### config.mk
export PLATFORM = sky130hd
export DESIGN_NAME = life_row_engine_flat
export DESIGN_NICKNAME = d
export VERILOG_FILES = /design/src/rtl/life_row_engine_if.sv /design/src/rtl/life_row_engine.sv /design/src/flat_wrapper.sv
export SDC_FILE = /design/constraint.sdc
export NUM_CORES = 1
export LEC_CHECK = 0
export ABC_AREA = 1
export CAP_MARGIN = 20
export CORE_ASPECT_RATIO = 0.5
export CORE_MARGIN = 5
export CORE_UTILIZATION = 59
export CTS_CLUSTER_DIAMETER = 200
export DETAILED_ROUTE_END_ITERATION = 7
export PLACE_DENSITY_LB_ADDON = 0.3
export SYNTH_ARGS = -nofsm -noshare
export SYNTH_HDL_FRONTEND = slang
export SYNTH_SLANG_ARGS = --single-unit
### constraint.sdc
create_clock -name clk -period 17.2 [get_ports clk]
set_clock_uncertainty 0.1 [all_clocks]
set_input_delay 1.72 -clock clk [delete_from_list [all_inputs] [get_ports clk]]
set_output_delay 1.72 -clock clk [all_outputs]
set_load 0.01 [all_outputs]
### src/rtl/life_row_engine_if.sv
// Row stream bundle for life_row_engine: input row stream, output row stream and the error pulse.
// The engine uses the slave modport; the row reader/writer side uses master.
interface life_row_engine_if #(
    parameter int WIDTH = 32
);
    localparam int POP_W = $clog2(WIDTH + 1);

    logic [WIDTH-1:0] in_row;
    logic             in_sof;
    logic             in_eof;
    logic             in_valid;
    logic             in_ready;

    logic [WIDTH-1:0] out_row;
    logic [POP_W-1:0] out_pop;
    logic             out_eof;
    logic             out_valid;
    logic             out_ready;

    logic             frame_err;

    modport master (
        output in_row, in_sof, in_eof, in_valid, out_ready,
        input  in_ready, out_row, out_pop, out_eof, out_valid, frame_err
    );

    modport slave (
        input  in_row, in_sof, in_eof, in_valid, out_ready,
        output in_ready, out_row, out_pop, out_eof, out_valid, frame_err
    );
endinterface

### src/rtl/life_row_engine.sv
// Streaming Game-of-Life next-generation engine, one WIDTH-cell row per beat.
// Define LIFE_TOROIDAL_EN for horizontal wrap-around; otherwise columns outside the row read as dead.
module life_row_engine #(
    parameter int         WIDTH        = 32,
    parameter logic [8:0] BIRTH_MASK   = 9'b000001000,
    parameter logic [8:0] SURVIVE_MASK = 9'b000001100
) (
    input  logic                   clk,
    input  logic                   reset,
    life_row_engine_if.slave       bus
);
    localparam int POP_W = $clog2(WIDTH + 1);

    typedef enum logic [1:0] {IDLE, FILL, STREAM, FLUSH} state_t;

    state_t           state;
    logic [WIDTH-1:0] row_a;      // row above the one being computed
    logic [WIDTH-1:0] row_m;      // row being computed
    logic [WIDTH-1:0] row_b;      // row below: the incoming beat, or zeros past the frame end
    logic [WIDTH-1:0] next_row;
    logic [POP_W-1:0] next_pop;
    logic             slot_free;
    logic             accept;

    function automatic logic [WIDTH-1:0] next_gen(
        input logic [WIDTH-1:0] up,
        input logic [WIDTH-1:0] mid,
        input logic [WIDTH-1:0] dn
    );
        logic [WIDTH+1:0] pu, pm, pd;
        logic [3:0]       cnt;
        logic [WIDTH-1:0] res;
        // Padded rows: index 0 is column -1, index WIDTH+1 is column WIDTH.
`ifdef LIFE_TOROIDAL_EN
        pu = {up[0],  up,  up[WIDTH-1]};
        pm = {mid[0], mid, mid[WIDTH-1]};
        pd = {dn[0],  dn,  dn[WIDTH-1]};
`else
        pu = {1'b0, up,  1'b0};
        pm = {1'b0, mid, 1'b0};
        pd = {1'b0, dn,  1'b0};
`endif
        res = '0;
        for (int i = 0; i < WIDTH; i++) begin
            cnt = 4'(pu[i]) + 4'(pu[i+1]) + 4'(pu[i+2])
                + 4'(pm[i])                + 4'(pm[i+2])
                + 4'(pd[i]) + 4'(pd[i+1]) + 4'(pd[i+2]);
            res[i] = pm[i+1] ? SURVIVE_MASK[cnt] : BIRTH_MASK[cnt];
        end
        return res;
    endfunction

    function automatic logic [POP_W-1:0] popcount(input logic [WIDTH-1:0] r);
        logic [POP_W-1:0] p;
        p = '0;
        for (int i = 0; i < WIDTH; i++) begin
            p = p + POP_W'(r[i]);
        end
        return p;
    endfunction

    assign slot_free    = !bus.out_valid || bus.out_ready;
    assign bus.in_ready = slot_free && (state != FLUSH);
    assign accept       = bus.in_valid && bus.in_ready;
    assign row_b        = (state == FLUSH) ? '0 : bus.in_row;
    assign next_row     = next_gen(row_a, row_m, row_b);
    assign next_pop     = popcount(next_row);

    // NOTE: all state below uses non-blocking assignments so every register samples pre-edge values.
    always_ff @(posedge clk or posedge reset) begin
        if (reset) begin
            state         <= IDLE;
            row_a         <= '0;
            row_m         <= '0;
            bus.out_row   <= '0;
            bus.out_pop   <= '0;
            bus.out_eof   <= 1'b0;
            bus.out_valid <= 1'b0;
            bus.frame_err <= 1'b0;
        end else begin
            bus.frame_err <= 1'b0;
            if (bus.out_valid && bus.out_ready) begin
                bus.out_valid <= 1'b0;
            end

            case (state)
                IDLE: begin
                    if (accept) begin
                        if (!bus.in_sof) begin
                            bus.frame_err <= 1'b1;
                        end else begin
                            row_a <= '0;
                            row_m <= bus.in_row;
                            state <= bus.in_eof ? FLUSH : FILL;
                        end
                    end
                end

                FILL, STREAM: begin
                    if (accept) begin
                        if (bus.in_sof) begin
                            // Restart on the new frame; the aborted middle row is never emitted.
                            bus.frame_err <= 1'b1;
                            row_a         <= '0;
                            row_m         <= bus.in_row;
                            state         <= bus.in_eof ? FLUSH : FILL;
                        end else begin
                            bus.out_row   <= next_row;
                            bus.out_pop   <= next_pop;
                            bus.out_eof   <= 1'b0;
                            bus.out_valid <= 1'b1;
                            row_a         <= row_m;
                            row_m         <= bus.in_row;
                            state         <= bus.in_eof ? FLUSH : STREAM;
                        end
                    end
                end

                FLUSH: begin
                    if (slot_free) begin
                        bus.out_row   <= next_row;
                        bus.out_pop   <= next_pop;
                        bus.out_eof   <= 1'b1;
                        bus.out_valid <= 1'b1;
                        row_a         <= '0;
                        row_m         <= '0;
                        state         <= IDLE;
                    end
                end

                default: state <= IDLE;
            endcase
        end
    end
endmodule

### src/flat_wrapper.sv
// flat-port wrapper written by rule: the top's interface ports become plain ports
module life_row_engine_flat 
#(
    parameter int         WIDTH        = 32,
    parameter logic [8:0] BIRTH_MASK   = 9'b000001000,
    parameter logic [8:0] SURVIVE_MASK = 9'b000001100
)
  (clk, reset, bus_in_row, bus_in_sof, bus_in_eof, bus_in_valid, bus_out_ready, bus_in_ready, bus_out_row, bus_out_pop, bus_out_eof, bus_out_valid, bus_frame_err);
  life_row_engine_if #(.WIDTH(WIDTH)) bus_i ();
  input  logic clk;
  input  logic reset;
  input wire logic [$bits(bus_i.in_row)-1:0] bus_in_row;
  input wire logic [$bits(bus_i.in_sof)-1:0] bus_in_sof;
  input wire logic [$bits(bus_i.in_eof)-1:0] bus_in_eof;
  input wire logic [$bits(bus_i.in_valid)-1:0] bus_in_valid;
  input wire logic [$bits(bus_i.out_ready)-1:0] bus_out_ready;
  output wire logic [$bits(bus_i.in_ready)-1:0] bus_in_ready;
  output wire logic [$bits(bus_i.out_row)-1:0] bus_out_row;
  output wire logic [$bits(bus_i.out_pop)-1:0] bus_out_pop;
  output wire logic [$bits(bus_i.out_eof)-1:0] bus_out_eof;
  output wire logic [$bits(bus_i.out_valid)-1:0] bus_out_valid;
  output wire logic [$bits(bus_i.frame_err)-1:0] bus_frame_err;
  assign bus_i.in_row = bus_in_row;
  assign bus_i.in_sof = bus_in_sof;
  assign bus_i.in_eof = bus_in_eof;
  assign bus_i.in_valid = bus_in_valid;
  assign bus_i.out_ready = bus_out_ready;
  assign bus_in_ready = bus_i.in_ready;
  assign bus_out_row = bus_i.out_row;
  assign bus_out_pop = bus_i.out_pop;
  assign bus_out_eof = bus_i.out_eof;
  assign bus_out_valid = bus_i.out_valid;
  assign bus_frame_err = bus_i.frame_err;
  life_row_engine #(.WIDTH(WIDTH), .BIRTH_MASK(BIRTH_MASK), .SURVIVE_MASK(SURVIVE_MASK)) u_core (.clk(clk), .reset(reset), .bus(bus_i));
endmodule
# ---- After elaboration in Yosys (flattened, before gate mapping)
# Memories as Yosys holds them, arrays and structs flattened.
# Index checks and enable logic that the tools add are counted.
dict set report classes {
  addsub 248
  n_mul 0
  bitwise 0
  n_lt_le_gt_ge 32
  eq_ne 9
  n_shift 0
  reduce_logical 10
  n_mux 137
  div_mod_pow 0
}
# operator count
set ops {}
lappend ops {{adder 4 x 1 -> 4 bit} 185}
lappend ops {{two-way mux 32 bit} 12}
lappend ops {{one-hot mux 32 bit (3 select lines)} 2}
lappend ops {{adder 6 x 1 -> 6 bit} 30}
lappend ops {{less-than comparator 4 x 5 -> 1 bit (second input constant)} 32}
lappend ops {{two-way mux 1 bit} 108}
lappend ops {{adder 1 x 1 -> 2 bit} 32}
lappend ops {{one-hot mux 32 bit (2 select lines)} 1}
lappend ops {{two-way mux 6 bit} 3}
lappend ops {{two-way mux 2 bit} 6}
lappend ops {{one-hot mux 6 bit (2 select lines)} 1}
lappend ops {{AND reduction 4 bit} 2}
lappend ops {{inequality test 2 x 1 -> 1 bit (second input constant)} 3}
lappend ops {{inequality test 2 bit (second input constant)} 3}
lappend ops {{one-hot mux 1 bit (2 select lines)} 3}
lappend ops {{one-hot mux 2 bit (3 select lines)} 1}
lappend ops {{== test 2 bit (second input constant)} 2}
lappend ops {{adder 2 x 1 -> 3 bit} 1}
lappend ops {{logical AND 1 bit} 3}
lappend ops {{== test 2 x 1 -> 1 bit (second input constant)} 1}
lappend ops {{zero test 2 bit} 1}
lappend ops {{nonzero test 2 bit} 1}
lappend ops {{OR reduction 2 bit} 1}
lappend ops {{zero test 1 bit} 1}
lappend ops {{logical OR 1 bit} 1}
dict set report word_totals {
  ff_bits 107
  latchBits 0
  output_inout_bits 42
  input_bits 38
  elab_cells 508
  ram_bits 0
  mem_count 64
  romBits 1024
}
# memory depth word_bits rd rd_clocked_by_memory_dff write_ports line
set mem_list {}
lappend mem_list {{(name not given)} 16 1 1 0 0 life_row_engine.sv:48} ;# res[i] = pm[i+1] ? SURVIVE_MASK[cnt] : BIRTH_MASK[cnt];
lappend mem_list {{(name not given)} 16 1 1 0 0 life_row_engine.sv:48}
lappend mem_list {{(name not given)} 16 1 1 0 0 life_row_engine.sv:48}
lappend mem_list {{(name not given)} 16 1 1 0 0 life_row_engine.sv:48}
lappend mem_list {{(name not given)} 16 1 1 0 0 life_row_engine.sv:48}
lappend mem_list {{(name not given)} 16 1 1 0 0 life_row_engine.sv:48}
lappend mem_list {{58 more memories} n/a n/a n/a n/a n/a n/a}

# ---- Depth between registers and ports, before layout
dict set report depth {
  depth_word 44
  mapped_depth 33
  mapped_depth_nobuf 32
}

# ---- Worst setup path after synthesis
# Ideal clock, no wire load.
dict set report synth_timing {
  path_kind {input -> register}
  startpoint {input port bus_in_row[2]}
  endpoint {register u_core.bus.out_pop[1]}
  stages 25
  t_arrival_ps 8497
  t_required_ps 16982
  setup_ps 118
  path_slack_ps 8485
  n_path_buf 0
  path_cell_list {nand2_1 -> inv_1 -> fa_1 -> inv_1 -> fa_1 -> fa_1 -> fa_1 -> a21oi_1 -> nand2_1 -> a21oi_1 -> ha_1 -> fa_1 -> inv_1 -> fa_1 -> fa_1 -> fa_1 -> fa_1 -> inv_1 -> fa_1 -> inv_1 -> fa_1 -> inv_1 -> fa_1 -> nand3_1 -> nand2_1}
}
dict set report synth_via {
  elab_chain_cells 39
  word_cells_on_any_way 57
  cone_classes {37 x add/sub; 14 x mux; 6 x memory}
}
# item line
set synth_lines {}
lappend synth_lines {{from (decl)} flat_wrapper.sv:12} ;# input wire logic [$bits(bus_i.in_row)-1:0] bus_in_row;
lappend synth_lines {{two-way mux 32 bit *} life_row_engine.sv:65} ;# assign row_b = (state == FLUSH) ? '0 : bus.in_row;
lappend synth_lines {{named net u_core.row_b[2]} life_row_engine.sv:19} ;# logic [WIDTH-1:0] row_b;
lappend synth_lines {{adder 4 x 1 -> 4 bit *} life_row_engine.sv:47} ;# + 4'(pd[i]) + 4'(pd[i+1]) + 4'(pd[i+2]);
lappend synth_lines {{memory (16 x 1 bit)} n/a}
lappend synth_lines {{two-way mux 1 bit (implied by the code)} life_row_engine.sv:48}
lappend synth_lines {{two-way mux 1 bit *} life_row_engine.sv:48}
lappend synth_lines {{named net u_core.next_row[1]} life_row_engine.sv:20} ;# logic [WIDTH-1:0] next_row;
lappend synth_lines {{adder 1 x 1 -> 2 bit *} life_row_engine.sv:57} ;# p = p + POP_W'(r[i]);
lappend synth_lines {{adder 6 x 1 -> 6 bit * (30 in a row)} life_row_engine.sv:57}
lappend synth_lines {{named net u_core.next_pop[1]} life_row_engine.sv:21} ;# logic [POP_W-1:0] next_pop;
lappend synth_lines {{two-way mux 6 bit} life_row_engine.sv:101} ;# if (bus.in_sof) begin
lappend synth_lines {{two-way mux 6 bit} life_row_engine.sv:100} ;# if (accept) begin
lappend synth_lines {{one-hot mux 6 bit (2 select lines) *} life_row_engine.sv:86} ;# case (state)
lappend synth_lines {{to (signal assigned)} life_row_engine.sv:109} ;# bus.out_pop <= next_pop;
lappend synth_lines {{to (signal assigned)} life_row_engine.sv:122} ;# bus.out_pop <= next_pop;
lappend synth_lines {{to (decl)} life_row_engine_if.sv:29} ;# output in_ready, out_row, out_pop, out_eof, out_valid, frame_err
# Mark *: on every way through the listed nets, which the timed path passes. The rest lies on a longest branch. The select of a mux whose other input is x is not followed.
# A chain may end at the register's enable or synchronous reset.

# ---- Final worst setup path
dict set report layout_timing {
  startpoint {input port bus_in_row[2]}
  endpoint {register u_core.bus.out_pop[4]}
}
dict set report layout_via {
  elab_chain_cells 39
  word_cells_on_any_way 57
  cone_classes {37 x add/sub; 14 x mux; 6 x memory}
}
# item line
set layout_lines {}
lappend layout_lines {{two-way mux 32 bit *} life_row_engine.sv:65}
lappend layout_lines {{named net u_core.row_b[2]} life_row_engine.sv:19}
lappend layout_lines {{adder 4 x 1 -> 4 bit *} life_row_engine.sv:47}
lappend layout_lines {{memory (16 x 1 bit)} n/a}
lappend layout_lines {{two-way mux 1 bit (implied by the code)} life_row_engine.sv:48}
lappend layout_lines {{two-way mux 1 bit *} life_row_engine.sv:48}
lappend layout_lines {{named net u_core.next_row[1]} life_row_engine.sv:20}
lappend layout_lines {{adder 1 x 1 -> 2 bit *} life_row_engine.sv:57}
lappend layout_lines {{adder 6 x 1 -> 6 bit * (30 in a row)} life_row_engine.sv:57}
lappend layout_lines {{two-way mux 6 bit} life_row_engine.sv:101}
lappend layout_lines {{two-way mux 6 bit} life_row_engine.sv:100}
lappend layout_lines {{one-hot mux 6 bit (2 select lines) *} life_row_engine.sv:86}
# Marked as above.

==> results summary <==
The run finished with clean final reports. The ratio of routed vias to standard cells came out at 5.38. Counting flops with a built-in enable in the synthesized netlist gives 0.

The Yosys warning count came out at 0. Of the available clock period, the critical path in the final layout requires 0.536. The count of H-tree levels built during CTS came out at 3. The largest net degree at the start of global routing came out at 83. By area, the combinational part of the netlist is dominated by adder cells. The type of element launching the critical path is an input pin.

The critical path in this run is classified as input pin to register. The die covers 0.0217 sq mm. The initial utilization of the core area, before any placement, comes to 0.601. The overall die height came out at 107 microns.

After clock tree synthesis, the flow added hold-fix buffers numbering 0. The count of nets after finishing is 1676. The share of synthesized cell area in full adder, half adder and majority cells is 0.389. The post-layout worst setup margin is 7.98 ns. The width of the die is 204 microns. The kind of cell with the highest combined delay along the critical path is adder cells.

The share of the yosys chip area belonging to registers came out at 0.242. The via total after detailed routing came out at 8758. The required time at the worst-slack endpoint came out at 17.33 ns. The first routing iteration left 515 violations. In the routed design, unresolved DRC markers number 0. The number of nets in the synthesized netlist is 1621. The number of inserted diodes is 0. Counting I/O delays and the setup requirement, the final critical path takes 9.22 ns. The total wire length is 26200 microns. The post-synthesis simple-gate area fraction came out at 0.200.

The number of cell rows came out at 35. The post-CTS resize count is 0. The number of global-route vias before repair came out at 9470. The number of library cell types mapped by synthesis came out at 25. No sink is reached through more buffers than the 2 on the longest clock path.

Clock tree synthesis selected as its root buffer the cell sky130_fd_sc_hd__clkbuf_16. The hold violation count in the final report was 0. The half-perimeter wire length after detailed placement is 19800 microns. The complex-gate fraction of the synthesized area is 0.0381. The area growth from synthesis to layout came out at 11.2%. The post-placement cell count is 1613.

Averaged over all synthesized cells, the footprint is 8.32 sq um. For this run, the leading register cell type out of synthesis is sky130_fd_sc_hd__dfrtp_1. The non-filler instance count after layout came out at 1629. The final-report setup violation count is 0.

The actual slew at the worst max-slew pin came out at 0.980 ns. The number of CTS-inserted buffers came out at 9. The worst-case register-to-register setup slack is 8.25 ns. The wire length of the first global-routing pass is 45200 microns. The number of buffers and inverters on the critical path is 7.

The synthesized flop and latch total is 107. The clock latency reported for the late side of the worst-skew pair is 0.37 ns. The fraction of synthesized cell area in xor and xnor cells came out at 0.000792. The relative slew slack came out at 0.346. The first-pass iteration count of the detailed router is 7.

The setup fix buffers added after clock tree synthesis is 0. The maximum frequency from static timing analysis came out at 109 MHz. At the end of routability-driven placement, the weighted congestion stood at 0.891. The multiplexer share of the synthesized area came out at 0. The cell that appears most often on the critical path is sky130_fd_sc_hd__fa_1.

The overall track demand over capacity in global routing came out at 0.258. Summed over all layers, the global routing overflow is 0. The number of placed I/O pins came out at 80. In the final layout, the share of cells above drive strength 1 is 0.0230. In the synthesized netlist, the number of instances is 1329. The mapped cell area came out at 0.0111 sq mm. Clock-pin slew was measured on the worst setup and hold paths at 0.08 ns.

The data arrival time at the worst-slack endpoint came out at 9.34 ns. The kind of capture point of the worst setup path is a register. The detailed-route wire length per cell came out at 16.1 microns. The largest stage delay on the critical path came out at 0.57 ns.

The slowest stage of the critical path belongs to the cell sky130_fd_sc_hd__fa_1. The clock sink total is 107. The number of antenna violations at the first check in global routing came to 0. At the end of the flow the core is filled with cells to 0.669. Setup repair after global routing left no endpoint under its margin. The total of max-cap violations came out at 0. The floorplan step defined a core boundary enclosing 0.0184 sq mm. The number of pins exceeding their max-slew limit in the final report was 0. The peak fanout along the critical path is 3. The worst slack after detailed placement is 7.56 ns. In this run the remaining antenna-violating nets after routing total 0. The type of the most critical hold path is register to register.

After synthesis, the share of flip-flops with an asynchronous set or reset is 1.00. TritonCTS built the clock tree. The number of input and output port buffers inserted came out at 79. The summed negative setup slack over all endpoints is 0 ns.
==> registers in the layout, summed over array words and instances, names as in the netlist <==
register,cells
u_core.bus.frame_err,1
u_core.bus.out_valid,1
u_core.row_m,32
u_core.bus.out_eof,1
u_core.bus.out_row,32
u_core.row_a,32
u_core.bus.out_pop,6
u_core.state,2
==> layout by cell type, fill, tap and decap left out, drive strengths merged <==
master         instances
fa                   149
ha                   105
nand3b                15
buf                    7
nand2                314
a21oi                 28
nor2                  64
clkinv                 1
o211ai                 2
clkdlybuf4s50         78
inv                  327
nor3                  32
dfrtp                107
or2                    3
xnor2                  1
clkbuf                12
bufinv                 1
o21ai                 33
nor3b                  3
a21boi                13
nand4                  1
nand3                 93
==> area by class of cell <==
| type | count | area (sq um) |
|---|---|---|
| clock buffer | 12 | 256 |
| multi-input combinational | 856 | 6950 |
| clock inverter | 4 | 56.3 |
| sequential | 107 | 2680 |
| tap | 240 | 300 |
| inverter | 325 | 1220 |
| timing repair buffer | 85 | 831 |
| fill | 1469 | 6090 |
==> worst reg2reg max path: cells and delay by family, from the launching register on <==
family,cells,cell delay [ns]
adders and majority gates,14,6.02
buffers and inverters,7,1.15
and+or+nand+nor,6,0.70
DFF,1,0.46
AOI/OAI and AO/OA,3,0.39
==> per-layer routing <==
layer / GRT usage / wire, microns
met5: 0 / 0
met4: 0.0741 / 476
met3: 0.0435 / 1540
met2: 0.450 / 13100
met1: 0.336 / 11100
==> worst paths after layout <==
kind	startpoint	to	cells after the start
setup / recovery	bus_in_row[2]	u_core.bus.out_pop[4]	29
hold / removal	u_core.row_m[19]	u_core.row_m[19]	2
setup reg to reg	u_core.state[0]	u_core.bus.out_pop[4]	30
hold reg to reg	u_core.row_m[19]	u_core.row_m[19]	2
max in group asynchronous	reset	u_core.row_a[24]	3
min in group asynchronous	reset	u_core.bus.out_eof	2
==> metrics by stage <==
step,hold slack (ns),instance area (sq um)
finish,0.373,12300
global route,0.394,12300
CTS,0.376,12300
detailed placement,0.358,12000
global placement,0.353,12000
floorplan,0.342,11100
==> synth_stat cells, types with 4 or more instances <==
library cell,count,area share
sky130_fd_sc_hd__a21boi_0,13,0.0088
sky130_fd_sc_hd__a21oi_1,27,0.012
sky130_fd_sc_hd__buf_2,22,0.010
sky130_fd_sc_hd__buf_6,4,0.0041
sky130_fd_sc_hd__clkbuf_1,10,0.0034
sky130_fd_sc_hd__dfrtp_1,107,0.24
sky130_fd_sc_hd__fa_1,149,0.27
sky130_fd_sc_hd__ha_1,105,0.12
sky130_fd_sc_hd__inv_1,324,0.11
sky130_fd_sc_hd__nand2_1,314,0.11
sky130_fd_sc_hd__nand3_1,91,0.041
sky130_fd_sc_hd__nand3b_1,15,0.010
sky130_fd_sc_hd__nor2_1,64,0.022
sky130_fd_sc_hd__nor3_1,32,0.014
sky130_fd_sc_hd__o21ai_0,33,0.015
==> cell families after synthesis <==
kind of cell / count (synthesis)
AND/OR/NAND/NOR: 525
buffers and inverters: 366
adder cells (fa/ha/maj): 254
flip-flops: 107
AO/OA/AOI/OAI: 76
XOR/XNOR: 1
Power is not shown: default switching activity piles up to over one toggle a cycle in this logic, so the estimate is an artifact.
